**src/rtl/slow_clk_pkg.sv**
```systemverilog
// Shared definitions for the slow clock generator: FSM state encoding and
// the default phase-count width.
package slow_clk_pkg;

  localparam int DEF_CNT_W = 4;

  typedef enum logic [1:0] {
    ST_IDLE = 2'd0,
    ST_HIGH = 2'd1,
    ST_LOW  = 2'd2
  } state_e;

endpackage

```
**src/rtl/phase_ctr.sv**
```systemverilog
// Loadable down-counter that times one slow-clock phase. It counts down to
// zero, then holds there until it is reloaded.
module phase_ctr
  import slow_clk_pkg::*;
#(
  parameter int CNT_W = DEF_CNT_W
) (
  input  logic             clk,
  input  logic             arst,
  input  logic             load,
  input  logic [CNT_W-1:0] load_val,
  output logic             zero
);

  logic [CNT_W-1:0] cnt_q, cnt_d;

  // NOTE: every variable assigned in always_comb gets a default first, so no latch is inferred.
  always_comb begin
    cnt_d = cnt_q;
    if (load) begin
      cnt_d = load_val;
    end else if (cnt_q != '0) begin
      cnt_d = cnt_q - CNT_W'(1);
    end
  end

  // NOTE: sequential state uses non-blocking assignments only.
  always_ff @(posedge clk or posedge arst) begin
    if (arst) begin
      cnt_q <= '0;
    end else begin
      cnt_q <= cnt_d;
    end
  end

  assign zero = (cnt_q == '0);

endmodule

```
**src/rtl/slow_clk_gen.sv**
```systemverilog
// Programmable slow clock generator: independent high/low phase lengths,
// stretch at terminal count, and clean park-low when the run request drops.
module slow_clk_gen
  import slow_clk_pkg::*;
#(
  parameter int CNT_W = DEF_CNT_W
) (
  input  logic             clk,
  input  logic             arst,
  input  logic             en,
  input  logic [CNT_W-1:0] hi_cnt,
  input  logic [CNT_W-1:0] lo_cnt,
  input  logic             stretch,
  output logic             dout,
  output logic             rise,
  output logic             fall,
  output logic             busy
);

  state_e           state_q, state_d;
  logic             dout_q, dout_d;
  logic             rise_q, rise_d;
  logic             fall_q, fall_d;
  logic             ctr_load;
  logic [CNT_W-1:0] ctr_load_val;
  logic             ctr_zero;

  phase_ctr #(.CNT_W(CNT_W)) u_phase_ctr (
    .clk      (clk),
    .arst     (arst),
    .load     (ctr_load),
    .load_val (ctr_load_val),
    .zero     (ctr_zero)
  );

  // Phase lengths are captured only on entry; a phase ends at count zero
  // unless stretch holds it there.
  always_comb begin
    state_d      = state_q;
    ctr_load     = 1'b0;
    ctr_load_val = '0;
    case (state_q)
      ST_IDLE: begin
        if (en) begin
          state_d      = ST_HIGH;
          ctr_load     = 1'b1;
          ctr_load_val = hi_cnt;
        end
      end
      ST_HIGH: begin
        if (ctr_zero && !stretch) begin
          state_d      = ST_LOW;
          ctr_load     = 1'b1;
          ctr_load_val = lo_cnt;
        end
      end
      ST_LOW: begin
        if (ctr_zero && !stretch) begin
          if (en) begin
            state_d      = ST_HIGH;
            ctr_load     = 1'b1;
            ctr_load_val = hi_cnt;
          end else begin
            state_d = ST_IDLE;
          end
        end
      end
      default: state_d = ST_IDLE;
    endcase

    // Strobes fire in the first cycle of the new level, aligned with dout.
    dout_d = (state_d == ST_HIGH);
    rise_d = (state_d == ST_HIGH) && (state_q != ST_HIGH);
    fall_d = (state_d == ST_LOW) && (state_q == ST_HIGH);
  end

  always_ff @(posedge clk or posedge arst) begin
    if (arst) begin
      state_q <= ST_IDLE;
      dout_q  <= 1'b0;
      rise_q  <= 1'b0;
      fall_q  <= 1'b0;
    end else begin
      state_q <= state_d;
      dout_q  <= dout_d;
      rise_q  <= rise_d;
      fall_q  <= fall_d;
    end
  end

  assign dout = dout_q;
  assign rise = rise_q;
  assign fall = fall_q;
  assign busy = (state_q != ST_IDLE);

endmodule

```
**config.mk**
```make
export PLATFORM = sky130hd
export DESIGN_NAME = slow_clk_gen
export DESIGN_NICKNAME = d
export VERILOG_FILES = /design/src/rtl/slow_clk_pkg.sv /design/src/rtl/phase_ctr.sv /design/src/rtl/slow_clk_gen.sv
export SDC_FILE = /design/constraint.sdc
export NUM_CORES = 1
export LEC_CHECK = 0
export CORE_AREA = 10 10 47 49
export DETAILED_ROUTE_END_ITERATION = 8
export DIE_AREA = 0 0 57 59
export DONT_BUFFER_PORTS = 1
export PLACE_DENSITY = 0.53
export SKIP_LAST_GASP = 1
export SYNTH_ARGS = -nofsm -noshare
export SYNTH_HDL_FRONTEND = slang
export SYNTH_SLANG_ARGS = --single-unit
```
**constraint.sdc**
```tcl
create_clock -name clk -period 1.55 [get_ports clk]
set_input_delay 0.3875 -clock clk [delete_from_list [all_inputs] [get_ports clk]]
set_output_delay 0.3875 -clock clk [all_outputs]
set_load 0.05 [all_outputs]
```
# == Word-level counts from Yosys, hierarchy flattened ==
# Index checks and enable logic that the tools add are counted.
# classes
muxes,15
addsub,1
n_bitwise,0
div_mod_pow,0
n_lt_le_gt_ge,0
n_eq_ne,5
n_shift,0
reduce_logical,9
multipliers,0
# op_table
operator,count
4-bit 2-to-1 mux,5
4-bit case mux with 3 select lines,1
2-bit 2-to-1 mux,3
2-bit case mux with 3 select lines,1
"2-bit by 1-bit equality test with 1-bit output, second input constant",2
"2-bit equality test, second input constant",2
4-bit zero test,1
1-bit 2-to-1 mux,4
2-bit nonzero test,2
4-bit nonzero test,1
"4-bit by 1-bit subtractor with 4-bit output, second input constant",1
1-bit logical AND,3
1-bit case mux with 3 select lines,1
2-bit zero test,1
"2-bit by 1-bit != test with 1-bit output, second input constant",1
1-bit zero test,1
# totals
out_inout_bits,4
latchBits,0
n_memories,0
romBits,0
mem_bits_rw,0
ff_bits,9
input_bits,12
elab_cells,35

# == Logic depth before layout (Yosys ltp) ==
# logic_depth
word_depth,6
ltp_mapped,6

# == By module ==
# From an unflattened synthesis, not the netlist that was laid out.
# hier_totals
hier_cells,44
area_unflattened_um2,490.5
# by_module_without_submodules
module,instances,cells_each,seq_area_each_um2,area_per_inst_um2
slow_clk_gen,1,21,125.1,254.0
phase_ctr,1,23,100.1,236.5

# == Worst setup path after synthesis ==
# No wires, ideal clock.
# synth_timing
path_kind,flip-flop to flip-flop
startpoint,reg u_phase_ctr.cnt_q[0]
endpoint,reg u_phase_ctr.cnt_q[1]
period_less_slack_ns,1.668
setup_time_ns,0.116
stages_incl_launch_ff,6
t_required_ns,1.434
arrival_ns,1.552
setup_slack_ns,-0.118
path_buffers,0
path_cell_list,dfrtp_1 > inv_1 > ha_1 > nor3b_1 > mux2_2 > o311ai_0
# synth_between
elab_chain_cells,5
elab_cells_between_ends,13
cone_classes,1 x add/sub; 8 x mux; 4 x reduce/logical
# synth_lines
element,line,rtl
from (decl),phase_ctr.sv:15,"logic [CNT_W-1:0] cnt_q, cnt_d;"
from (signal assigned),phase_ctr.sv:32,cnt_q <= cnt_d;
4-bit zero test,phase_ctr.sv:36,assign zero = (cnt_q == '0);
1-bit logical AND,"slow_clk_gen.sv:51, slow_clk_gen.sv:58",
"4-bit 2-to-1 mux, or another cell as far along",slow_clk_gen.sv:58,if (ctr_zero && !stretch) begin
4-bit case mux with 3 select lines / 1-bit case mux with 3 select lines (equally long branches),slow_clk_gen.sv:42,case (state_q)
4-bit 2-to-1 mux / 2-bit nonzero test (equally long branches),--,
# Several ways; a longest one is shown, not always the timed one. The select of a mux whose other input is x is not followed.
# A chain may end at the register's enable or synchronous reset.

# == Worst setup path in the final report ==
# layout_timing
startpoint,reg u_phase_ctr.cnt_q[0]
endpoint,reg u_phase_ctr.cnt_q[2]
# Same word-level chain as after synthesis.

==> summary.txt <==
Power and ir drop
  • Peak supply drop: 0.860 mV
  • Pleak: 0.322 nW
  • Overall power: 1.57 mW
  • Pwr/cell area: 2090 nW/um^2

Critical path
  • CP cell instances: inv_2 > ha_4 > or4b_4 > a21boi_4 > o311a_1
  • Max FO, Critical Path: 5
  • Critical Path Start Type: flip-flop
  • WP data arrival: 1.79 ns
  • Critical setup path kind: reg -> reg
  • Worst setup EP type: flip-flop
  • R2R depth: 5
  • CP peak stage delay: 0.50 ns
  • Slowest-stage cell, CP: or4b_4
  • Worst endpoint required time: 1.76 ns

Floorplanning
  • Initial core utilization: 0.388
  • Die area: 3360 sq um
  • Die X-Extent: 57 um
  • FP Rows: 14
  • CORE AREA: 1400 sq um
  • I/O pins: 16
  • Die Y: 59 um

Layout
  • Fill count: 128
  • Share of cells above drive strength 1: 0.437
  • Nets: 86
  • Diode count: 0
  • Layout area overhead: 38.9%

Placed design
  • Gpl congestion: 0.796
  • Detailed placement HPWL: 1040 um
  • Placement Setup Slack: -0.0707 ns
  • PortBufs: 0

Clocking
  • Clock H-tree levels: 1
  • Clock Latency Late Sink: 0.27 ns
  • CTS tree: yes
  • Clk slew on worst S/H paths: 0.06 ns
  • TritonCTS Buffers: 3
  • CTS Sinks: 9
  • Longest Clk Path Bufs: 2
  • Root Driver: clkbuf_4

Yosys
  • Leading register cell type out of synthesis: dfrtp_1
  • Syn. warnings: 0
  • Post-synthesis net count: 65
  • Post-synth ARST share: 1.00
  • Post-synthesis cell type count: 26
  • Synth Register Bits: 9
  • Syn_area_per_cell: 10.6 sq um
  • Synthesized area: 543 sq um
  • Register area share after synthesis: 0.415
  • Post-synth EDFFs: 0
  • Mapped Cells: 51

Drt
  • Drc violations: 0
  • Via density: 5.29
  • DRT Pass-1 Iters: 3
  • Total detailed-routing wirelength: 1300 um
  • Number of DRC markers in iteration 0: 2
  • Vias post-DR: 460
  • Post-route antenna net violation count: 0
  • WL per Instance: 14.9 um

STA
  • RSZ-0062 raised after global routing: yes
  • Hold Fails Final Rpt: 0
  • Max-slew violation count: 0
  • Tcrit/Tclk final: 1.02
  • Relative slew slack: 0.696
  • Final Worst Setup Slack: -0.0262 ns
  • Setup violators final: 4
  • Slew of the pin with the lowest slew margin: 0.456 ns
  • Max frequency: 634 MHz
  • Crit path time final: 1.58 ns
  • Worst Skew: 0.00505 ns

Global route
  • First-pass GRT wire length: 2190 um
  • Grt ovf: 0
  • Initial antenna violation count: 0
  • Overall routing resource usage: 0.0847
  • Number of global-route vias before repair: 480
  • Largest net degree at the start of global routing: 10

Flow run
  • MaxCap Viol Count: 0

Run status
  • Outcome: finished, violations left
  • Failing checks: negative setup slack

Min path
  • Hold path depth: 2
  • Min-Delay Path Class: in -> reg
## through the flow
| stage | TNS, ns | util | instance area (sq um) | std cells | hold slack, ns |
|---|---|---|---|---|---|
| 2_1_floorplan | 0 | - | 561 | 51 | 0.215 |
| 3_3_place_gp | -0.0458 | 0.489 | 686 | 79 | 0.246 |
| 3_5_place_dp | -0.201 | 0.489 | 686 | 79 | 0.254 |
| 4_1_cts | -0.139 | 0.526 | 737 | 85 | 0.264 |
| 5_1_grt | -0.610 | 0.538 | 754 | 87 | 0.280 |
| 6_report | -0.0798 | 0.538 | 754 | 87 | 0.266 |
## cell usage in the layout, fill, tap and decap left out, types with 2 or more instances in the layout
cell type,netlist,routed
buf_4,0,15
dfrtp_1,9,9
o211ai_1,4,4
nand3_1,3,3
inv_1,5,3
a21oi_1,3,3
clkbuf_4,0,3
nor2b_1,2,2
nor3_1,2,2
inv_2,0,2
o311ai_1,1,2
nand2b_1,2,2
## final timing paths
path,from,to,slack [ns]
worst max register to register,u_phase_ctr.cnt_q[0]$_DFFE_PP0P_,u_phase_ctr.cnt_q[2]$_DFFE_PP0P_,-0.03
worst min-delay path,lo_cnt[0],u_phase_ctr.cnt_q[0]$_DFFE_PP0P_,0.27
worst max-delay path,u_phase_ctr.cnt_q[0]$_DFFE_PP0P_,u_phase_ctr.cnt_q[2]$_DFFE_PP0P_,-0.03
min in group asynchronous,arst,u_phase_ctr.cnt_q[3]$_DFFE_PP0P_,0.51
max in group asynchronous,arst,state_q[0]$_DFF_PP0_,0.79
worst min register to register,state_q[1]$_DFF_PP0_,state_q[0]$_DFF_PP0_,0.60
## registers in the layout, indices dropped and copies added (netlist names)
register and flops:
u_phase_ctr.cnt_q 4, state_q 2, dout 1, fall 1, rise 1
## synth_stat cells (all sizes together) (2+ instances only)
cell type | number | share of area
ha | 2 | 0.046
nor3 | 2 | 0.018
a21oi | 3 | 0.028
inv | 5 | 0.035
o311ai | 3 | 0.048
nand3 | 3 | 0.028
dfrtp | 9 | 0.41
o211ai | 4 | 0.055
or2 | 2 | 0.023
nor2b | 2 | 0.023
nand2b | 2 | 0.023
## critical path: cells and delay by family, from the launching register on
kind / cells / cell delay, ns
buffers and inverters: 1 / 0.08
DFF: 1 / 0.40
adders and majority gates: 1 / 0.14
and+or+nand+nor: 1 / 0.50
AOI/OAI and AO/OA: 2 / 0.40
## layout make-up
cell class              instances  area, sq um  area share
flip-flops and latches          9          225       0.299
repair buffers                 17          143       0.189
clock buffers                   4         26.3      0.0348
well taps                      16         20.0      0.0265
multi-input cells              36          322       0.426
inverters                       5         18.8      0.0249
## logic make-up after synthesis
logic type                 Yosys count  synth area share
buffers and inverters                6            0.0438
xor gates and xnor gates             1            0.0161
and+or+nand+nor                     18             0.247
adders and majority gates            2            0.0461
DFF                                  9             0.415
muxes                                2            0.0392
AOI/OAI and AO/OA                   13             0.194
## layer usage
layer	global-route usage	share of wire	wire length [um]
met4	0.0604	0.034	44
met1	0.0819	0.36	465
met2	0.130	0.50	654
met3	0.0536	0.10	136
met5	0	0	0
## power by group
group | internal, mW | switching [mW]
sequential | 0.333 | 0.168
clock | 0.0995 | 0.0872
combinational | 0.504 | 0.382
total | 0.937 | 0.637
## timing repair
action / in CTS / in global routing
buffers inserted: 1 / 2
hold buffers: 1 / 0
endpoints found under the setup margin: 6 / 10
endpoints found under the hold margin: 9 / 0
resized for setup: 4 / 2
pin swaps: 6 / 2
Power figures use the tool's default switching activity.
